--- config.mk ---
export PLATFORM = sky130hd
export DESIGN_NAME = keypad_scanner_flat
export DESIGN_NICKNAME = d
export VERILOG_FILES = /design/src/rtl/keypad_pkg.sv /design/src/rtl/keypad_if.sv /design/src/rtl/keypad_sync.sv /design/src/rtl/keypad_scanner.sv /design/src/flat_wrapper.sv
export SDC_FILE = /design/constraint.sdc
export NUM_CORES = 1
export LEC_CHECK = 0
export CORE_UTILIZATION = 45
export CTS_CLUSTER_DIAMETER = 80
export DETAILED_ROUTE_END_ITERATION = 6
export HOLD_SLACK_MARGIN = 0.15
export PLACE_DENSITY = 0.64
export SLEW_MARGIN = 20
export SYNTH_ARGS = -nofsm -noshare
export SYNTH_HDL_FRONTEND = slang
export SYNTH_SLANG_ARGS = --single-unit
--- constraint.sdc ---
create_clock -name clk -period 2.6 [get_ports clk]
set_clock_uncertainty 0.2 [all_clocks]
set_input_delay 0.52 -clock clk [delete_from_list [all_inputs] [get_ports clk]]
set_output_delay 0.52 -clock clk [all_outputs]
set_load 0.01 [all_outputs]
--- src/rtl/keypad_pkg.sv ---
// Shared definitions for the 4x4 matrix keypad scanner: FSM state encoding,
// column drive patterns and small index helpers.
package keypad_pkg;

  localparam int KEY_W = 4;

  localparam logic [3:0] ROWS_IDLE = 4'b1111;

  // Active-low, one-hot-low column drive patterns.
  localparam logic [3:0] COL0 = 4'b1110;
  localparam logic [3:0] COL1 = 4'b1101;
  localparam logic [3:0] COL2 = 4'b1011;
  localparam logic [3:0] COL3 = 4'b0111;

  typedef enum logic [1:0] {
    SCAN     = 2'd0,
    DEBOUNCE = 2'd1,
    PRESSED  = 2'd2,
    RELEASE  = 2'd3
  } state_e;

  // Index of the lowest row that is pulled low; row 0 wins on ties.
  function automatic logic [1:0] lowest_low(input logic [3:0] rows);
    logic [1:0] idx;
    idx = 2'd0;
    for (int i = 3; i >= 0; i--) begin
      if (!rows[i]) idx = 2'(i);
    end
    return idx;
  endfunction

  // Column index of a one-hot-low drive pattern.
  function automatic logic [1:0] col_index(input logic [3:0] col);
    logic [1:0] idx;
    case (col)
      COL1:    idx = 2'd1;
      COL2:    idx = 2'd2;
      COL3:    idx = 2'd3;
      default: idx = 2'd0;
    endcase
    return idx;
  endfunction

  // Next column in the scan order 1110 -> 1101 -> 1011 -> 0111 -> 1110.
  function automatic logic [3:0] col_next(input logic [3:0] col);
    return {col[2:0], col[3]};
  endfunction

endpackage

--- src/rtl/keypad_if.sv ---
// Keypad-side and key-event signals of the scanner, bundled as one port.
// master: the scanner (drives columns and key outputs, reads rows).
// slave : the keypad matrix / consumer side.
interface keypad_if;
  import keypad_pkg::*;

  logic [3:0]       row;
  logic [3:0]       col;
  logic [KEY_W-1:0] key_code;
  logic             key_valid;
  logic             key_held;

  modport master (
    input  row,
    output col, key_code, key_valid, key_held
  );

  modport slave (
    output row,
    input  col, key_code, key_valid, key_held
  );

endinterface

--- src/rtl/keypad_sync.sv ---
// 4-bit two-flop synchronizer for the asynchronous keypad row lines.
// Resets to the idle (all rows high) pattern so no phantom press is seen.
module keypad_sync
  import keypad_pkg::*;
(
  input  logic       clk,
  input  logic       rst,
  input  logic [3:0] d_i,
  output logic [3:0] q_o
);

  logic [3:0] meta_q;
  logic [3:0] sync_q;

  // Two-stage capture of the raw rows into the clk domain.
  always_ff @(posedge clk) begin
    if (rst) begin
      meta_q <= ROWS_IDLE;
      sync_q <= ROWS_IDLE;
    end else begin
      // NOTE: non-blocking so each stage takes the previous stage's old value;
      // blocking here would collapse the chain into a single flop.
      meta_q <= d_i;
      sync_q <= meta_q;
    end
  end

  assign q_o = sync_q;

endmodule

--- src/rtl/keypad_scanner.sv ---
// 4x4 matrix keypad scanner: drives one column low at a time, debounces the
// synchronized rows and emits key_code with a one-cycle key_valid per press.
// Optional feature: define KEYPAD_REPEAT_EN for auto-repeat of key_valid
// while a key stays held (first after REPEAT_DLY, then every REPEAT_PER).
module keypad_scanner
  import keypad_pkg::*;
#(
  parameter logic [15:0] SCAN_DIV     = 16'd50000,
  parameter logic [19:0] DEBOUNCE_CNT = 20'd500000,
  parameter logic [26:0] REPEAT_DLY   = 27'd50000000,
  parameter logic [26:0] REPEAT_PER   = 27'd10000000
) (
  input logic      clk,
  input logic      rst,
  keypad_if.master kp
);

  state_e           state_q;
  logic [15:0]      slot_q;
  logic [19:0]      deb_q;
  logic [3:0]       pat_q;
  logic [1:0]       row_idx_q;
  logic [3:0]       col_q;
  logic [KEY_W-1:0] key_code_q;
  logic             key_valid_q;
  logic             key_held_q;
  logic [3:0]       row_s;
  logic             slot_last;
  logic             deb_last;

  keypad_sync u_sync (
    .clk (clk),
    .rst (rst),
    .d_i (kp.row),
    .q_o (row_s)
  );

  assign slot_last = (slot_q == SCAN_DIV - 16'd1);
  assign deb_last  = (deb_q == DEBOUNCE_CNT - 20'd1);

`ifdef KEYPAD_REPEAT_EN
  logic [26:0] rep_q;
`else
  logic unused_repeat_cfg;
  assign unused_repeat_cfg = ^{REPEAT_DLY, REPEAT_PER};
`endif

  // Scan/debounce FSM with its counters and registered key outputs.
  always_ff @(posedge clk) begin
    if (rst) begin
      state_q     <= SCAN;
      slot_q      <= '0;
      deb_q       <= '0;
      pat_q       <= ROWS_IDLE;
      row_idx_q   <= '0;
      col_q       <= COL0;
      key_code_q  <= '0;
      key_valid_q <= 1'b0;
      key_held_q  <= 1'b0;
`ifdef KEYPAD_REPEAT_EN
      rep_q       <= '0;
`endif
    end else begin
      // NOTE: defaults first, later assignments in this block override them,
      // which keeps key_valid a single-cycle pulse without extra logic.
      key_valid_q <= 1'b0;
`ifdef KEYPAD_REPEAT_EN
      rep_q       <= '0;
`endif
      case (state_q)
        SCAN: begin
          if (slot_last) begin
            slot_q <= '0;
            if (row_s == ROWS_IDLE) begin
              col_q <= col_next(col_q);
            end else begin
              pat_q     <= row_s;
              row_idx_q <= lowest_low(row_s);
              deb_q     <= '0;
              state_q   <= DEBOUNCE;
            end
          end else begin
            slot_q <= slot_q + 16'd1;
          end
        end

        DEBOUNCE: begin
          if (row_s != pat_q) begin
            // Bounce: resume scanning from the frozen column.
            slot_q  <= '0;
            state_q <= SCAN;
          end else if (deb_last) begin
            key_code_q  <= {row_idx_q, col_index(col_q)};
            key_valid_q <= 1'b1;
            key_held_q  <= 1'b1;
            state_q     <= PRESSED;
          end else begin
            deb_q <= deb_q + 20'd1;
          end
        end

        PRESSED: begin
          if (row_s == ROWS_IDLE) begin
            deb_q   <= '0;
            state_q <= RELEASE;
          end
`ifdef KEYPAD_REPEAT_EN
          else if (rep_q == REPEAT_DLY - 27'd1) begin
            // Rewind so the next hit comes REPEAT_PER cycles later.
            key_valid_q <= 1'b1;
            rep_q       <= REPEAT_DLY - REPEAT_PER;
          end else begin
            rep_q <= rep_q + 27'd1;
          end
`endif
        end

        RELEASE: begin
          if (row_s != ROWS_IDLE) begin
            deb_q   <= '0;
            state_q <= PRESSED;
          end else if (deb_last) begin
            key_held_q <= 1'b0;
            col_q      <= col_next(col_q);
            slot_q     <= '0;
            state_q    <= SCAN;
          end else begin
            deb_q <= deb_q + 20'd1;
          end
        end

        default: state_q <= SCAN;
      endcase
    end
  end

  assign kp.col       = col_q;
  assign kp.key_code  = key_code_q;
  assign kp.key_valid = key_valid_q;
  assign kp.key_held  = key_held_q;

endmodule
--- src/flat_wrapper.sv ---
// flat-port wrapper written by rule: the top's interface ports become plain ports
module keypad_scanner_flat import keypad_pkg::*;
#(
  parameter logic [15:0] SCAN_DIV     = 16'd50000,
  parameter logic [19:0] DEBOUNCE_CNT = 20'd500000,
  parameter logic [26:0] REPEAT_DLY   = 27'd50000000,
  parameter logic [26:0] REPEAT_PER   = 27'd10000000
)
  (clk, rst, kp_row, kp_col, kp_key_code, kp_key_valid, kp_key_held);
  keypad_if kp_i ();
  input logic clk;
  input logic rst;
  input wire logic [$bits(kp_i.row)-1:0] kp_row;
  output wire logic [$bits(kp_i.col)-1:0] kp_col;
  output wire logic [$bits(kp_i.key_code)-1:0] kp_key_code;
  output wire logic [$bits(kp_i.key_valid)-1:0] kp_key_valid;
  output wire logic [$bits(kp_i.key_held)-1:0] kp_key_held;
  assign kp_i.row = kp_row;
  assign kp_col = kp_i.col;
  assign kp_key_code = kp_i.key_code;
  assign kp_key_valid = kp_i.key_valid;
  assign kp_key_held = kp_i.key_held;
  keypad_scanner #(.SCAN_DIV(SCAN_DIV), .DEBOUNCE_CNT(DEBOUNCE_CNT), .REPEAT_DLY(REPEAT_DLY), .REPEAT_PER(REPEAT_PER)) u_core (.clk(clk), .rst(rst), .kp(kp_i));
endmodule
==> impl_results.md, run 1 <==
* Status: complete, no violations
* Critical setup path kind: flop to flop
* Area occupied by multi-input gates at 1900 sq um
* Post-Route Utilization at 54.1%
* Slowest cell on crit path: or4_1
* Fin Hold WS at 0.210 ns
* P_leak at 1.35 nW
* Area Overhead vs Synth at 13.3%
* Setup violators final at 0
* Core Area at 6940 sq um
* Minimum clock period at 2.30 ns
* Worst path bufs/invs at 0
* Initial antenna violation count at 0
* CTS buffer count at 9
* Synth top cells by count: dfxtp_1 (62), nand2_1 (38), a21oi_1 (30)
* Avg Inst Size Synth at 8.66 sq um
* DR pass1 iterations at 4
* Gp weighted congestion at 0.846
* CTS tree: yes
* GRT overflow at 0
* Pwr Density at 497 nW/um^2
* First-pass GRT wire length at 12700 um
* Yosys warns at 0
* Worst path top cell family by delay: simple AND/OR/NAND/NOR gates
* Fmax at 436 MHz
* Worst-path cell chain: or4_1, nor3_1, nand3_1, o21ai_0, a21oi_1
* Num ports at 16
* Share of cells above drive strength 1 at 14.8%
* Final Slew Violations at 0
* Critical path data required time at 2.63 ns
* Max Root-Sink Buffers at 2
* Post-synth ARST share at 0%
* Worst Hold Class: flop to flop
* # Post-CTS Setup Buffers at 0
* Initial DRC Count at 113
* Critical path launch point type: flop
* Vias/cell at 5.75
* Die area at 7720 sq um
* Mapped Cells at 383
* DRT antenna net count at 0
* Layout net count at 414
* Via count at 2915
* Largest net degree at the start of global routing at 26
* IO buf count at 15
* Unique masters post-synth at 60
* VDD IR max at 0.368 mV
* Setup TNS at 0 ns
* Count leader, synth: dfxtp_1
* Fin. Hold Viols at 0
* Max cap viols at 0
* Count of flip-flops with a built-in enable after synthesis at 0
* Number of global-route vias before repair at 2690
* Syn Nets at 391
* Drt total wl at 7490 um
* Worst EP arrival at 2.33 ns
* Top cell type's share of synthesized area at 37.4%
* R2R depth at 5
* WL/cell at 14.8 um
* Filler cell count at 675
* Post-Syn Area at 3320 sq um
* Primary FF master, synth: dfxtp_1
* Sink Count at 62
* Initial Util at 47.8%
* Die X at 87.9 um
* Rel. slew slack at 63.9%
* GRT Total Usage at 21.3%
* Sequential fraction of the synthesis area at 37.4%
* Worst slew pin tran at 0.537 ns
* Post-synthesis sequential element count at 62
* Final period util at 88.3%
* Residual DRC at 0
* Unrepaired setup endpoints after global routing: no
* Die Ht at 87.9 um
* Clock insertion delay at the later pin of the skew report at 0.34 ns
* CP Max Fanout at 6
* Synth area leaders: dfxtp_1 (37%), a31oi_4 (5.1%), a21oi_1 (4.5%), nand2_1 (4.3%), a31oi_1 (2.5%)
* Clock slew at reported path FFs at 0.07 ns
* CP peak stage delay at 0.58 ns
* Hold Buf Count CTS at 0
* Hold path cells at 1
* Number of diodes at 0
* H-tree depth at 3
* Critical path depth at 5
* CTS root buf: clkbuf_8
* Synth area leader: dfxtp_1
* FF/Latch Area at 1240 sq um
* Row count at 30
* CP endpoint kind: flop
* CTS resizes at 0
* Dpl hpwl at 5230 um
[sequential cells by signal, summed over array words and instances, names as in the netlist]
register,count
u_core.deb_q,20
u_core.kp.col,4
u_core.kp.key_code,4
u_core.kp.key_held,1
u_core.kp.key_valid,1
u_core.pat_q,4
u_core.row_idx_q,2
u_core.slot_q,16
u_core.state_q,2
u_core.u_sync.meta_q,4
u_core.u_sync.q_o,4
[logic make-up after synthesis]
family                     share of synthesized area (%)
xor gates and xnor gates                            2.11
adders and majority gates                          0.754
and+or+nand+nor                                     29.4
buffers and inverters                               5.47
DFF                                                 37.4
AOI/OAI and AO/OA                                   24.8
[stage by stage]
| step | setup WS [ns] | area [sq um] | instances | power (mW) |
|---|---|---|---|---|
| detailed placement | 0.0894 | 3580 | 491 | 1.13 |
| finish | 0.305 | 3760 | 507 | 1.87 |
| global route | 0.145 | 3760 | 507 | 1.94 |
| global placement | 0.160 | 3580 | 491 | 1.13 |
| floorplan | 0.241 | 3320 | 383 | 1.09 |
| CTS | 0.316 | 3760 | 507 | 1.90 |
[worst reg2reg max path, stage by stage, from the launching register on]
cell,delay [ns]
dfxtp_1,0.37
or4_1,0.58
nor3_1,0.42
nand3_1,0.30
o21ai_0,0.24
a21oi_1,0.08
[per-layer routing]
metal	wire (um)	part of all wire, %	track usage, %
met1	3530	47	26.9
met2	3570	48	34.7
met3	298	4.0	5.09
met4	86	1.1	8.94
met5	0	0	0
[where the power goes]
group          switching, mW  internal, mW  total (mW)
clock                  0.412         0.344       0.757
sequential            0.0282         0.972        1.00
combinational         0.0579        0.0525       0.110
total                  0.499          1.37        1.87
[cell usage in the layout (no fill, tap or decap), types with 9 or more instances in the layout]
cell type / n
a21oi_1: 30
a31oi_1: 13
and3_1: 10
buf_4: 18
clkbuf_8: 9
clkdlybuf4s50_1: 15
dfxtp_1: 62
inv_1: 11
nand2_1: 38
nand2b_1: 11
nand3_1: 16
nand4_1: 11
nor2_1: 19
nor3_1: 16
o21ai_0: 13
[area by class of cell]
class                           count  share of cell area, %
Sequential cell                    62                   33.0
Inverter                           11                   1.10
Timing Repair Buffer               33                   7.59
Clock inverter                      7                   1.36
Tap cell                           96                   3.20
Clock buffer                        9                   3.30
Multi-Input combinational cell    289                   50.4
[final timing paths]
check | start | to | slack (ns)
worst min register to register | u_core.u_sync.meta_q[1] | u_core.u_sync.q_o[1] | 0.21
worst max-delay path | u_core.deb_q[7] | u_core.kp.key_code[2] | 0.30
worst min-delay path | u_core.u_sync.meta_q[1] | u_core.u_sync.q_o[1] | 0.21
worst max register to register | u_core.deb_q[7] | u_core.kp.key_code[2] | 0.30
Power figures use the tool's default switching activity.
==> run 2, diff against run 1 <==
--- a/config.mk
+++ b/config.mk
@@ -6,7 +6,6 @@
 export NUM_CORES = 1
 export LEC_CHECK = 0
 export CORE_UTILIZATION = 45
-export CTS_CLUSTER_DIAMETER = 80
 export DETAILED_ROUTE_END_ITERATION = 6
 export HOLD_SLACK_MARGIN = 0.15
 export PLACE_DENSITY = 0.64
==> results of run 2 <==
Same layout as run 1: the final DEF is identical, and so are final timing and power.
==> run 3, diff against run 2 <==
--- a/config.mk
+++ b/config.mk
@@ -5,10 +5,10 @@
 export SDC_FILE = /design/constraint.sdc
 export NUM_CORES = 1
 export LEC_CHECK = 0
-export CORE_UTILIZATION = 45
+export CORE_UTILIZATION = 60
 export DETAILED_ROUTE_END_ITERATION = 6
 export HOLD_SLACK_MARGIN = 0.15
-export PLACE_DENSITY = 0.64
+export PLACE_DENSITY = 0.81
 export SLEW_MARGIN = 20
 export SYNTH_ARGS = -nofsm -noshare
 export SYNTH_HDL_FRONTEND = slang
==> impl_results.md, run 3 (synthesis gave the netlist of run 1 again) <==
* Max Root-Sink Buffers at 2
* Worst Hold Class: flop to flop
* Critical setup path kind: flop to flop
* CTS tree: yes
* # Post-CTS Setup Buffers at 0
* VDD IR max at 0.407 mV
* H-tree depth at 3
* Wire length on met3 at 376 um
* Row count at 26
* Gp weighted congestion at 0.878
* Largest net degree at the start of global routing at 33
* Via count at 2973
* Clock insertion delay at the later pin of the skew report at 0.35 ns
* DRT antenna net count at 0
* Vias/cell at 6.21
* Critical path launch point type: flop
* RR Startpoint: u_core.deb_q[19]
* Share of cells above drive strength 1 at 14.4%
* Initial Util at 63.7%
* Number of global-route vias before repair at 2779
* Number of diodes at 0
* Status: complete, no violations
* Final worst setup slack at 0.243 ns
* Met2 wire len at 3780 um
* Critical path data required time at 2.62 ns
* Max cap viols at 0
* Num ports at 16
* Max Used Layer: met4
* P_leak at 1.37 nW
* Hold path cells at 1
* Hold Buf Count CTS at 0
* Clock slew at reported path FFs at 0.08 ns
* Setup TNS at 0 ns
* Die area at 5830 sq um
* Most frequent cells in the layout: dfxtp_1 (62), nand2_1 (38), a21oi_1 (30)
* Final Slew Violations at 0
* Most flops, register: u_core.deb_q
* Pwr Density at 534 nW/um^2
* IO buf count at 15
* Fmax at 424 MHz
* Area Overhead vs Synth at 12.7%
* Worst EP arrival at 2.37 ns
* Reg2reg end: u_core.slot_q[13]
* Commonest non-fill, non-tap cell in the layout: dfxtp_1
* Initial antenna violation count at 0
* CP Max Fanout at 10
* Drt total wl at 7500 um
* Residual DRC at 0
* Rel. slew slack at 68.3%
* Minimum clock period at 2.36 ns
* Max FFs per register at 20
* WL/cell at 15.7 um
* Die Ht at 76.4 um
* Worst slew pin tran at 0.475 ns
* Sink Count at 62
* CTS buffer count at 9
* Post-Route Utilization at 71.9%
* Top flop regs: u_core.deb_q (20), u_core.slot_q (16)
* Fin. Hold Viols at 0
* Hold Path End: u_core.u_sync.q_o[1]
* Worst slack, placed at 0.145 ns
* DR pass1 iterations at 4
* CTS root buf: clkbuf_8
* Core Area at 5200 sq um
* CP endpoint kind: flop
* GRT Total Usage at 27.7%
* Setup violators final at 0
* CTS resizes at 0
* First-pass GRT wire length at 12700 um
* Unrepaired setup endpoints after global routing: no
* Initial DRC Count at 136
* Die X at 76.4 um
* Final period util at 90.6%
* R2R depth at 5
* WL met1 at 3220 um
* Hold Path Origin: u_core.u_sync.meta_q[1]
* Tot Pwr at 2.00 mW
* Layout net count at 412
* Dpl hpwl at 5380 um
* GRT overflow at 0
* R2R setup slack at 0.24 ns
==> run 3: cell count changes in the layout (fill, tap and decap cells not counted) <==
| cell | change |
|---|---|
| buf_4 | -2 |
| bufinv_16 | +1 |
| clkinv_2 | -1 |
| clkinv_4 | -1 |
| clkinvlp_4 | -3 |
| inv_6 | +4 |
==> run 3: worst max-delay path, cell delays in order (launching register included) <==
cell	delay [ns]
dfxtp_1	0.36
or4b_1	0.59
nor3_2	0.24
and3_1	0.22
a311o_1	0.46
a31oi_1	0.16
==> run 3: per-stage QoR <==
step	area [sq um]	cells	hold slack [ns]
4_1_cts	3740	479	0.215
2_1_floorplan	3320	383	0.189
3_5_place_dp	3540	463	0.196
6_report	3740	479	0.210
5_1_grt	3740	479	0.225
3_3_place_gp	3540	463	0.192
==> run 3: how the worst max path moves through the flow <==
| stage | start | endpoint | slack [ns] | cells after the start |
|---|---|---|---|---|
| floorplan | u_core.slot_q[0] | u_core.deb_q[16] | 0.24 | 10 |
| global placement | rst | u_core.deb_q[16] | 0.20 | 6 |
| detailed placement | rst | u_core.deb_q[16] | 0.15 | 6 |
| CTS | u_core.deb_q[19] | u_core.slot_q[13] | 0.23 | 5 |
| global route | u_core.deb_q[19] | u_core.slot_q[5] | 0.11 | 5 |
| finish | u_core.deb_q[19] | u_core.slot_q[13] | 0.24 | 5 |
==> run 3: final cells by class <==
cell class,instances,area (sq um)
clock buffer,9,124
fill,403,1470
inverter,11,41.3
sequential,62,1240
timing repair buffer,31,270
tap,70,87.6
multi-input combinational,289,1900
clock inverter,7,80.1
==> run 3: power breakdown <==
group	switching (mW)	total, mW	internal (mW)
Clock	0.428	0.884	0.455
Sequential	0.0282	1.00	0.971
Combinational	0.0600	0.113	0.0527
==> run 3: routing by layer <==
layer	vias to the layer above	global-route usage, %
li1	1473	-
met1	1417	32.2
met2	70	46.7
met3	13	9.10
met4	0	11.3
met5	-	0
